[config.mk]
export PLATFORM = sky130hd
export DESIGN_NAME = i2c_eeprom_slave
export DESIGN_NICKNAME = d
export VERILOG_FILES = /design/src/rtl/i2c_slv_pkg.sv /design/src/rtl/i2c_slv_line_cond.sv /design/src/rtl/i2c_eeprom_slave.sv
export SDC_FILE = /design/constraint.sdc
export NUM_CORES = 2
export LEC_CHECK = 0
export BUFFER_PORTS_ARGS = -buffer_cell sky130_fd_sc_hd__clkbuf_2
export CORE_MARGIN = 5
export CORE_UTILIZATION = 30
export DETAILED_ROUTE_END_ITERATION = 10
export GPL_TIMING_DRIVEN = 0
export PLACE_DENSITY = 0.57
export SETUP_SLACK_MARGIN = 0.3
export SYNTH_ARGS = -nofsm -noshare
export SYNTH_HDL_FRONTEND = slang
export SYNTH_HIERARCHICAL = 1
export SYNTH_SLANG_ARGS = --single-unit
[constraint.sdc]
create_clock -name clk -period 52.4 [get_ports clk]
set_input_delay 0 -clock clk [delete_from_list [all_inputs] [get_ports clk]]
set_output_delay 0 -clock clk [all_outputs]
set_load 0.02 [all_outputs]
[src/rtl/i2c_slv_pkg.sv]
// Shared types and helpers for the I2C EEPROM target: FSM states, bus events,
// majority vote and page-wrapping address increment.
package i2c_slv_pkg;

  typedef enum logic [3:0] {
    ST_IDLE,
    ST_DEV_ADDR,
    ST_DEV_ACK,
    ST_WORD_ADDR,
    ST_WORD_ACK,
    ST_WR_DATA,
    ST_WR_ACK,
    ST_RD_DATA,
    ST_RD_ACK,
    ST_IGNORE
  } state_t;

  typedef struct packed {
    logic start;
    logic stop;
  } bus_evt_t;

  function automatic logic maj3(input logic a, input logic b, input logic c);
    return (a & b) | (a & c) | (b & c);
  endfunction

  // Only the in-page offset bits advance; the page bits are held.
  function automatic logic [7:0] page_inc(input logic [7:0] addr, input logic [7:0] mask);
    return (addr & ~mask) | ((addr + 8'd1) & mask);
  endfunction

endpackage

[src/rtl/i2c_slv_line_cond.sv]
// SCL/SDA conditioning: 2-flop synchronizers, optional 3-sample majority filter
// (I2C_SLV_GLITCH_FILTER_EN), SCL edge and START/STOP detection.
module i2c_slv_line_cond
  import i2c_slv_pkg::*;
(
  input  logic     clk,
  input  logic     rst,
  input  logic     i_scl,
  input  logic     i_sda,
  output logic     o_sda,
  output logic     o_scl_rise,
  output logic     o_scl_fall,
  output bus_evt_t o_evt
);

  logic [1:0] r_scl_sync;
  logic [1:0] r_sda_sync;
  logic       w_scl;
  logic       w_sda;
  logic       r_scl_prev;
  logic       r_sda_prev;

  // Idle bus is high, so everything resets to 1 to avoid a false edge.
  always_ff @(posedge clk or posedge rst) begin
    if (rst) begin
      r_scl_sync <= 2'b11;
      r_sda_sync <= 2'b11;
    end else begin
      r_scl_sync <= {r_scl_sync[0], i_scl};
      r_sda_sync <= {r_sda_sync[0], i_sda};
    end
  end

`ifdef I2C_SLV_GLITCH_FILTER_EN
  logic [1:0] r_scl_hist;
  logic [1:0] r_sda_hist;
  logic       r_scl_filt;
  logic       r_sda_filt;

  always_ff @(posedge clk or posedge rst) begin
    if (rst) begin
      r_scl_hist <= 2'b11;
      r_sda_hist <= 2'b11;
      r_scl_filt <= 1'b1;
      r_sda_filt <= 1'b1;
    end else begin
      r_scl_hist <= {r_scl_hist[0], r_scl_sync[1]};
      r_sda_hist <= {r_sda_hist[0], r_sda_sync[1]};
      r_scl_filt <= maj3(r_scl_sync[1], r_scl_hist[0], r_scl_hist[1]);
      r_sda_filt <= maj3(r_sda_sync[1], r_sda_hist[0], r_sda_hist[1]);
    end
  end

  assign w_scl = r_scl_filt;
  assign w_sda = r_sda_filt;
`else
  assign w_scl = r_scl_sync[1];
  assign w_sda = r_sda_sync[1];
`endif

  always_ff @(posedge clk or posedge rst) begin
    if (rst) begin
      r_scl_prev <= 1'b1;
      r_sda_prev <= 1'b1;
    end else begin
      r_scl_prev <= w_scl;
      r_sda_prev <= w_sda;
    end
  end

  assign o_sda      = w_sda;
  assign o_scl_rise = w_scl & ~r_scl_prev;
  assign o_scl_fall = ~w_scl & r_scl_prev;

  // SCL must be high on both samples so a data change right at the SCL fall is not a START/STOP.
  always_comb begin
    o_evt       = '0;
    o_evt.start = w_scl & r_scl_prev & r_sda_prev & ~w_sda;
    o_evt.stop  = w_scl & r_scl_prev & ~r_sda_prev & w_sda;
  end

endmodule

[src/rtl/i2c_eeprom_slave.sv]
// I2C target modelling a small byte-addressed EEPROM (byte/page write, current,
// random and sequential read). Optional input glitch filter: I2C_SLV_GLITCH_FILTER_EN.
module i2c_eeprom_slave
  import i2c_slv_pkg::*;
#(
  parameter logic [6:0] DEV_ADDR  = 7'h57,
  parameter int         MEM_DEPTH = 256,
  parameter int         PAGE_SIZE = 4,
  parameter logic [7:0] INIT_BYTE = 8'hFF
) (
  input  logic       clk,
  input  logic       rst,
  input  logic       scl_i,
  input  logic       sda_i,
  output logic       sda_oe,
  output logic       busy,
  output logic       wr_done,
  output logic [7:0] cur_addr
);

  localparam logic [7:0] PAGE_MASK = 8'(PAGE_SIZE - 1);
  localparam logic [8:0] DEPTH9    = 9'(MEM_DEPTH);

  logic       w_sda;
  logic       w_scl_rise;
  logic       w_scl_fall;
  bus_evt_t   w_evt;

  state_t     r_state;
  logic [2:0] r_bit_cnt;
  logic [7:0] r_shift;
  logic       r_byte_rdy;
  logic       r_wrote;
  logic       r_sda_oe;
  logic       r_busy;
  logic       r_wr_done;
  logic [7:0] r_cur_addr;
  logic [7:0] r_mem [MEM_DEPTH];

  logic [7:0] w_byte;
  logic [8:0] w_mem_idx9;
  logic [7:0] w_mem_idx;
  logic [7:0] w_rd_byte;

  i2c_slv_line_cond u_line_cond (
    .clk        (clk),
    .rst        (rst),
    .i_scl      (scl_i),
    .i_sda      (sda_i),
    .o_sda      (w_sda),
    .o_scl_rise (w_scl_rise),
    .o_scl_fall (w_scl_fall),
    .o_evt      (w_evt)
  );

  assign w_byte     = {r_shift[6:0], w_sda};
  assign w_mem_idx9 = {1'b0, r_cur_addr} % DEPTH9;
  assign w_mem_idx  = w_mem_idx9[7:0];
  assign w_rd_byte  = r_mem[w_mem_idx];

  // Bits are captured on SCL rise; a full byte sets r_byte_rdy and the
  // resulting state change (and any SDA drive) happens on the next SCL fall.
  always_ff @(posedge clk or posedge rst) begin
    if (rst) begin
      r_state    <= ST_IDLE;
      r_bit_cnt  <= 3'd7;
      r_shift    <= 8'h00;
      r_byte_rdy <= 1'b0;
      r_wrote    <= 1'b0;
      r_sda_oe   <= 1'b0;
      r_busy     <= 1'b0;
      r_wr_done  <= 1'b0;
      r_cur_addr <= 8'h00;
      for (int i = 0; i < MEM_DEPTH; i++) r_mem[i] <= INIT_BYTE;
    end else begin
      r_wr_done <= 1'b0;
      if (w_evt.stop) begin
        r_state    <= ST_IDLE;
        r_sda_oe   <= 1'b0;
        r_busy     <= 1'b0;
        r_byte_rdy <= 1'b0;
        r_wr_done  <= r_wrote;
        r_wrote    <= 1'b0;
      end else if (w_evt.start) begin
        r_state    <= ST_DEV_ADDR;
        r_bit_cnt  <= 3'd7;
        r_sda_oe   <= 1'b0;
        r_busy     <= 1'b0;
        r_byte_rdy <= 1'b0;
        r_wrote    <= 1'b0;
      end else if (w_scl_rise) begin
        case (r_state)
          ST_DEV_ADDR, ST_WORD_ADDR, ST_WR_DATA: begin
            if (!r_byte_rdy) begin
              r_shift <= w_byte;
              if (r_bit_cnt != 3'd0) begin
                r_bit_cnt <= r_bit_cnt - 3'd1;
              end else begin
                r_byte_rdy <= 1'b1;
                if (r_state == ST_DEV_ADDR && w_byte[7:1] == DEV_ADDR) r_busy <= 1'b1;
                if (r_state == ST_WORD_ADDR) r_cur_addr <= w_byte;
                if (r_state == ST_WR_DATA) begin
                  r_mem[w_mem_idx] <= w_byte;
                  r_cur_addr       <= page_inc(r_cur_addr, PAGE_MASK);
                  r_wrote          <= 1'b1;
                end
              end
            end
          end
          ST_RD_DATA: begin
            if (!r_byte_rdy) begin
              if (r_bit_cnt != 3'd0) begin
                r_bit_cnt <= r_bit_cnt - 3'd1;
              end else begin
                r_byte_rdy <= 1'b1;
                r_cur_addr <= r_cur_addr + 8'd1;
              end
            end
          end
          ST_RD_ACK: begin
            if (w_sda) r_state    <= ST_IGNORE;
            else       r_byte_rdy <= 1'b1;
          end
          default: ;
        endcase
      end else if (w_scl_fall) begin
        case (r_state)
          ST_DEV_ADDR: begin
            if (r_byte_rdy) begin
              r_byte_rdy <= 1'b0;
              if (r_shift[7:1] == DEV_ADDR) begin
                r_state  <= ST_DEV_ACK;
                r_sda_oe <= 1'b1;
              end else begin
                r_state  <= ST_IGNORE;
              end
            end
          end
          ST_WORD_ADDR: begin
            if (r_byte_rdy) begin
              r_byte_rdy <= 1'b0;
              r_state    <= ST_WORD_ACK;
              r_sda_oe   <= 1'b1;
            end
          end
          ST_WR_DATA: begin
            if (r_byte_rdy) begin
              r_byte_rdy <= 1'b0;
              r_state    <= ST_WR_ACK;
              r_sda_oe   <= 1'b1;
            end
          end
          // r_shift[0] still holds the R/W bit of the address byte here.
          ST_DEV_ACK: begin
            r_bit_cnt <= 3'd7;
            if (r_shift[0]) begin
              r_state  <= ST_RD_DATA;
              r_shift  <= w_rd_byte;
              r_sda_oe <= ~w_rd_byte[7];
            end else begin
              r_state  <= ST_WORD_ADDR;
              r_sda_oe <= 1'b0;
            end
          end
          ST_WORD_ACK, ST_WR_ACK: begin
            r_state   <= ST_WR_DATA;
            r_bit_cnt <= 3'd7;
            r_sda_oe  <= 1'b0;
          end
          ST_RD_DATA: begin
            if (r_byte_rdy) begin
              r_byte_rdy <= 1'b0;
              r_state    <= ST_RD_ACK;
              r_sda_oe   <= 1'b0;
            end else begin
              r_sda_oe   <= ~r_shift[r_bit_cnt];
            end
          end
          ST_RD_ACK: begin
            if (r_byte_rdy) begin
              r_byte_rdy <= 1'b0;
              r_state    <= ST_RD_DATA;
              r_bit_cnt  <= 3'd7;
              r_shift    <= w_rd_byte;
              r_sda_oe   <= ~w_rd_byte[7];
            end
          end
          default: ;
        endcase
      end
    end
  end

  assign sda_oe   = r_sda_oe;
  assign busy     = r_busy;
  assign wr_done  = r_wr_done;
  assign cur_addr = r_cur_addr;

endmodule
==> results.md <==
* Max incr delay on CP at 910 ps
* CP Class: reg -> reg
* Cell area after synthesis at 98200 µm²
* Area delta synth->final at 15.2%
* Hold WC Path Type: in -> reg
* Vias at 64800
* Cells after Synth at between 6000 and 7000
* Remaining routing DRC violations at 0
* Clock Path Buffers at 3
* Vias per cell at 5.78
* Setup crit start kind: register
* Total gr overflow at 0
* CP dominant cell by count: buf_2
* Die X at approximately 580 µm
* Worst skew pair latency at 950 ps
* R2r endpoint: r_mem[1882]
* Final setup viols at 0
* H-tree Lvls at 4
* Final nets at 6641
* Reg-to-reg startpoint: cur_addr[1]
* Die area at 339000 µm²
* CP Max Fanout at 10
* Period utilisation layout at between 10% and 20%
* Failing checks: capacitance limit, slew limit
* Share of the synthesized area in the top cell type at 55.0%
* Setup_tns at 0 ps
* Crit path max-delay family: buffers and inverters
* Post-synth cell types at 75
* Post CTS Setup Buffer Count at 0
* Top_reg_cell synth: dfstp_2
* Worst VDD drop at 0.0367 mV
* Total wire length at 449000 µm
* RSZ-0062 raised after global routing: false
* Async set-reset flop share out of synthesis at 100%
* Tmin final at around 7000 ps
* Post-synth EDFFs at 0
* Critical-path cell list: buf_4 -> buf_6 -> buf_4 -> buf_2 -> buf_2 -> buf_2 -> inv_1 -> ha_1 -> clkbuf_1 -> and2_1 -> buf_2 -> buf_2 -> nand2_1 -> mux2_2
* Seq/Total Area, Yosys at 55.7%
* Initial antenna violation count at 70
* Pwr Density at 34.4 nW/µm²
* Final std cells w/o fill at 11200
* Final core utilization at 34.6%
* Net Count, Synth at between 6000 and 7000
* Core region area at between 300000 and 400000 µm²
* Starting Density at 30.1%
* CTS tree: done
* Number of global-route vias before repair at 64700
* Reg-to-reg slack, setup at 45400 ps
* Hold slack final at approximately 250 ps
* Slowest CP cell: buf_2
* Max-Cap Viols at 9
* Starting DRC count in detailed routing at 7319
* Pre-antenna DRT Iters at 6
* DP HPWL at 313000 µm
* Peak Freq at 143 MHz
* Site Rows at 210
* CP arrival at 7870 ps
* Worst-margin pin slew at 1600 ps
* Ratio of cells with drive above 1 in the final layout at about 77%
* Worst Clk Skew at 77.5 ps
* Largest net degree at the start of global routing at 48
* Num CTS Buffers at 228
* Slew HR at -7.36%
* IO Count at 15
* Die Ht at 582 µm
* Buf+Inv Stages, Crit Path at 10
* Status: complete, but fails checks
* Leak Pwr at 44.4 nW
* Slew Viols, Final at between 70 and 80
* Hold path endpoint: u_line_cond/r_scl_sync[0]
* HP Start: scl_i
* Ranking of synthesized cells by area: dfstp_2 55%, mux2_2 23%, mux4_2 11%, mux2i_1 1.8%, nand2_1 1.5%
* R2R depth at 14
* Synth area leader: dfstp_2
* Port Buffers at 14
* Clock transition at path regs at roughly 70 ps
* First-pass GRT wire length at 597000 µm
* Flops & latches, synth at around 2100
* Final antenna-violating net count at 0
* Placed Cells at 10700
* Final worst-path setup slack at 45400 ps
* Worst Path Required at 53270 ps
* Setup WS pre-CTS at 45770 ps
* Overall routing resource usage at 25.9%
* Synth Warn # at 6
* Routability cong. at between 1 and 1.5
* Mean Syn Cell Area at 15.5 µm²
* Final hold vios at 0
* Clock Root Buffer: clkbuf_16
* Routed length per instance at 40.1 µm
* # clock sinks at 2082
* Hold Path Cell Cnt at 3
* CP Capture Type: register
* Total number of cells along the worst setup path at 14
==> power breakdown <==
part / leakage, nW / internal [mW] / total (mW) / switching [mW]
clock: 3.85 / 0.973 / 1.70 / 0.729
combinational: 19.0 / 0.0988 / 0.564 / 0.465
sequential: 21.5 / 1.62 / 1.63 / 0.00687
total: 44.4 / 2.69 / 3.90 / 1.20
==> synth_stat cells, types with 8 or more instances <==
cell,number
a21oi_1,49
a221oi_1,13
a22oi_1,86
a31oi_1,22
a32oi_1,16
and2_1,20
and3_1,8
buf_2,105
buf_4,59
clkbuf_1,317
dfrtp_1,25
dfstp_2,2057
inv_1,17
mux2_2,2040
mux2i_1,172
mux4_2,481
nand2_1,390
nand2b_1,9
nand3_1,51
nand4_1,14
nor2_1,76
nor2b_1,17
nor3_1,21
nor3_4,10
nor4_1,16
o211ai_1,10
o21ai_0,51
o22ai_1,29
==> cells in the final DEF, fill, tap and decap left out, types with 59 or more instances in the layout <==
| master | netlist | layout |
|---|---|---|
| mux2_2 | 2040 | 2040 |
| clkbuf_16 | 0 | 228 |
| clkbuf_1 | 317 | 325 |
| mux4_2 | 481 | 481 |
| mux2i_1 | 172 | 172 |
| a22oi_1 | 86 | 86 |
| nor2_1 | 76 | 75 |
| buf_12 | 0 | 59 |
| buf_2 | 105 | 110 |
| dfstp_2 | 2057 | 2057 |
| buf_4 | 59 | 59 |
| nand2_1 | 390 | 390 |
==> worst max-delay path by stage <==
| stage | slack, ps | startpoint | end |
|---|---|---|---|
| floorplan | 25250 | rst | busy |
| global placement | 14460 | rst | cur_addr[3] |
| detailed placement | 45770 | cur_addr[1] | r_mem[1179] |
| CTS | 45740 | cur_addr[1] | r_mem[1179] |
| global route | 45650 | cur_addr[1] | r_mem[217] |
| finish | 45400 | cur_addr[1] | r_mem[1882] |
==> state kept, by name, summed over array words and instances (netlist names), 2 cells and up <==
register and cells:
r_mem 2048, u_line_cond/r_sda_sync 2, cur_addr 8, r_shift 8, u_line_cond/r_scl_sync 2, r_state 4
r_bit_cnt 3
==> final cells by class <==
type	count	area [µm²]
tap	4346	5440
multi-input combinational	3720	41200
clock inverter	93	1310
clock buffer	326	6560
timing repair buffer	86	1480
sequential	2082	54700
fill	31100	213000
buffer	495	2320
inverter	18	71.3
antenna	37	92.6
==> what timing repair did <==
item                      CTS  global route
hold endpoints to repair  189             0
hold buffers                6             0
resized for setup           0             0
==> through the flow <==
| stage | total power [mW] | cell area [µm²] |
|---|---|---|
| floorplan | 1.89 | 98200 |
| global placement | 2.17 | 104000 |
| detailed placement | 2.20 | 105000 |
| CTS | 3.89 | 113000 |
| global route | 3.98 | 113000 |
| finish | 3.90 | 113000 |
==> cells by family (layout without fill, tap and decap cells) <==
kind of cell / count (synthesis) / count (layout) / share of synthesized area [%]
compound gates: 340 / 340 / 2.39
xor+xnor: 1 / 1 / 0.00892
fa+ha+maj: 6 / 6 / 0.0765
buf+inv: 513 / 1018 / 2.37
flops: 2082 / 2082 / 55.7
mux: 2698 / 2698 / 36.2
other cells: 0 / 37 / 0
simple gates: 675 / 675 / 3.23
==> routing by layer <==
| metal | vias up | global-route usage (%) | routed length, µm |
|---|---|---|---|
| met4 | 31 | 17.0 | 34900 |
| li1 | 24300 | - | - |
| met5 | - | 0.595 | 471 |
| met2 | 3609 | 37.2 | 191000 |
| met3 | 1121 | 8.81 | 46500 |
| met1 | 35800 | 33.0 | 177000 |
==> worst register-to-register path, delay by kind of cell (launching register included) <==
family / cells / cell delay (ps)
fa+ha+maj: 1 / 230
buf+inv: 10 / 4810
flops: 1 / 580
mux: 1 / 410
simple gates: 2 / 890
(Power assumes the default switching activity.)
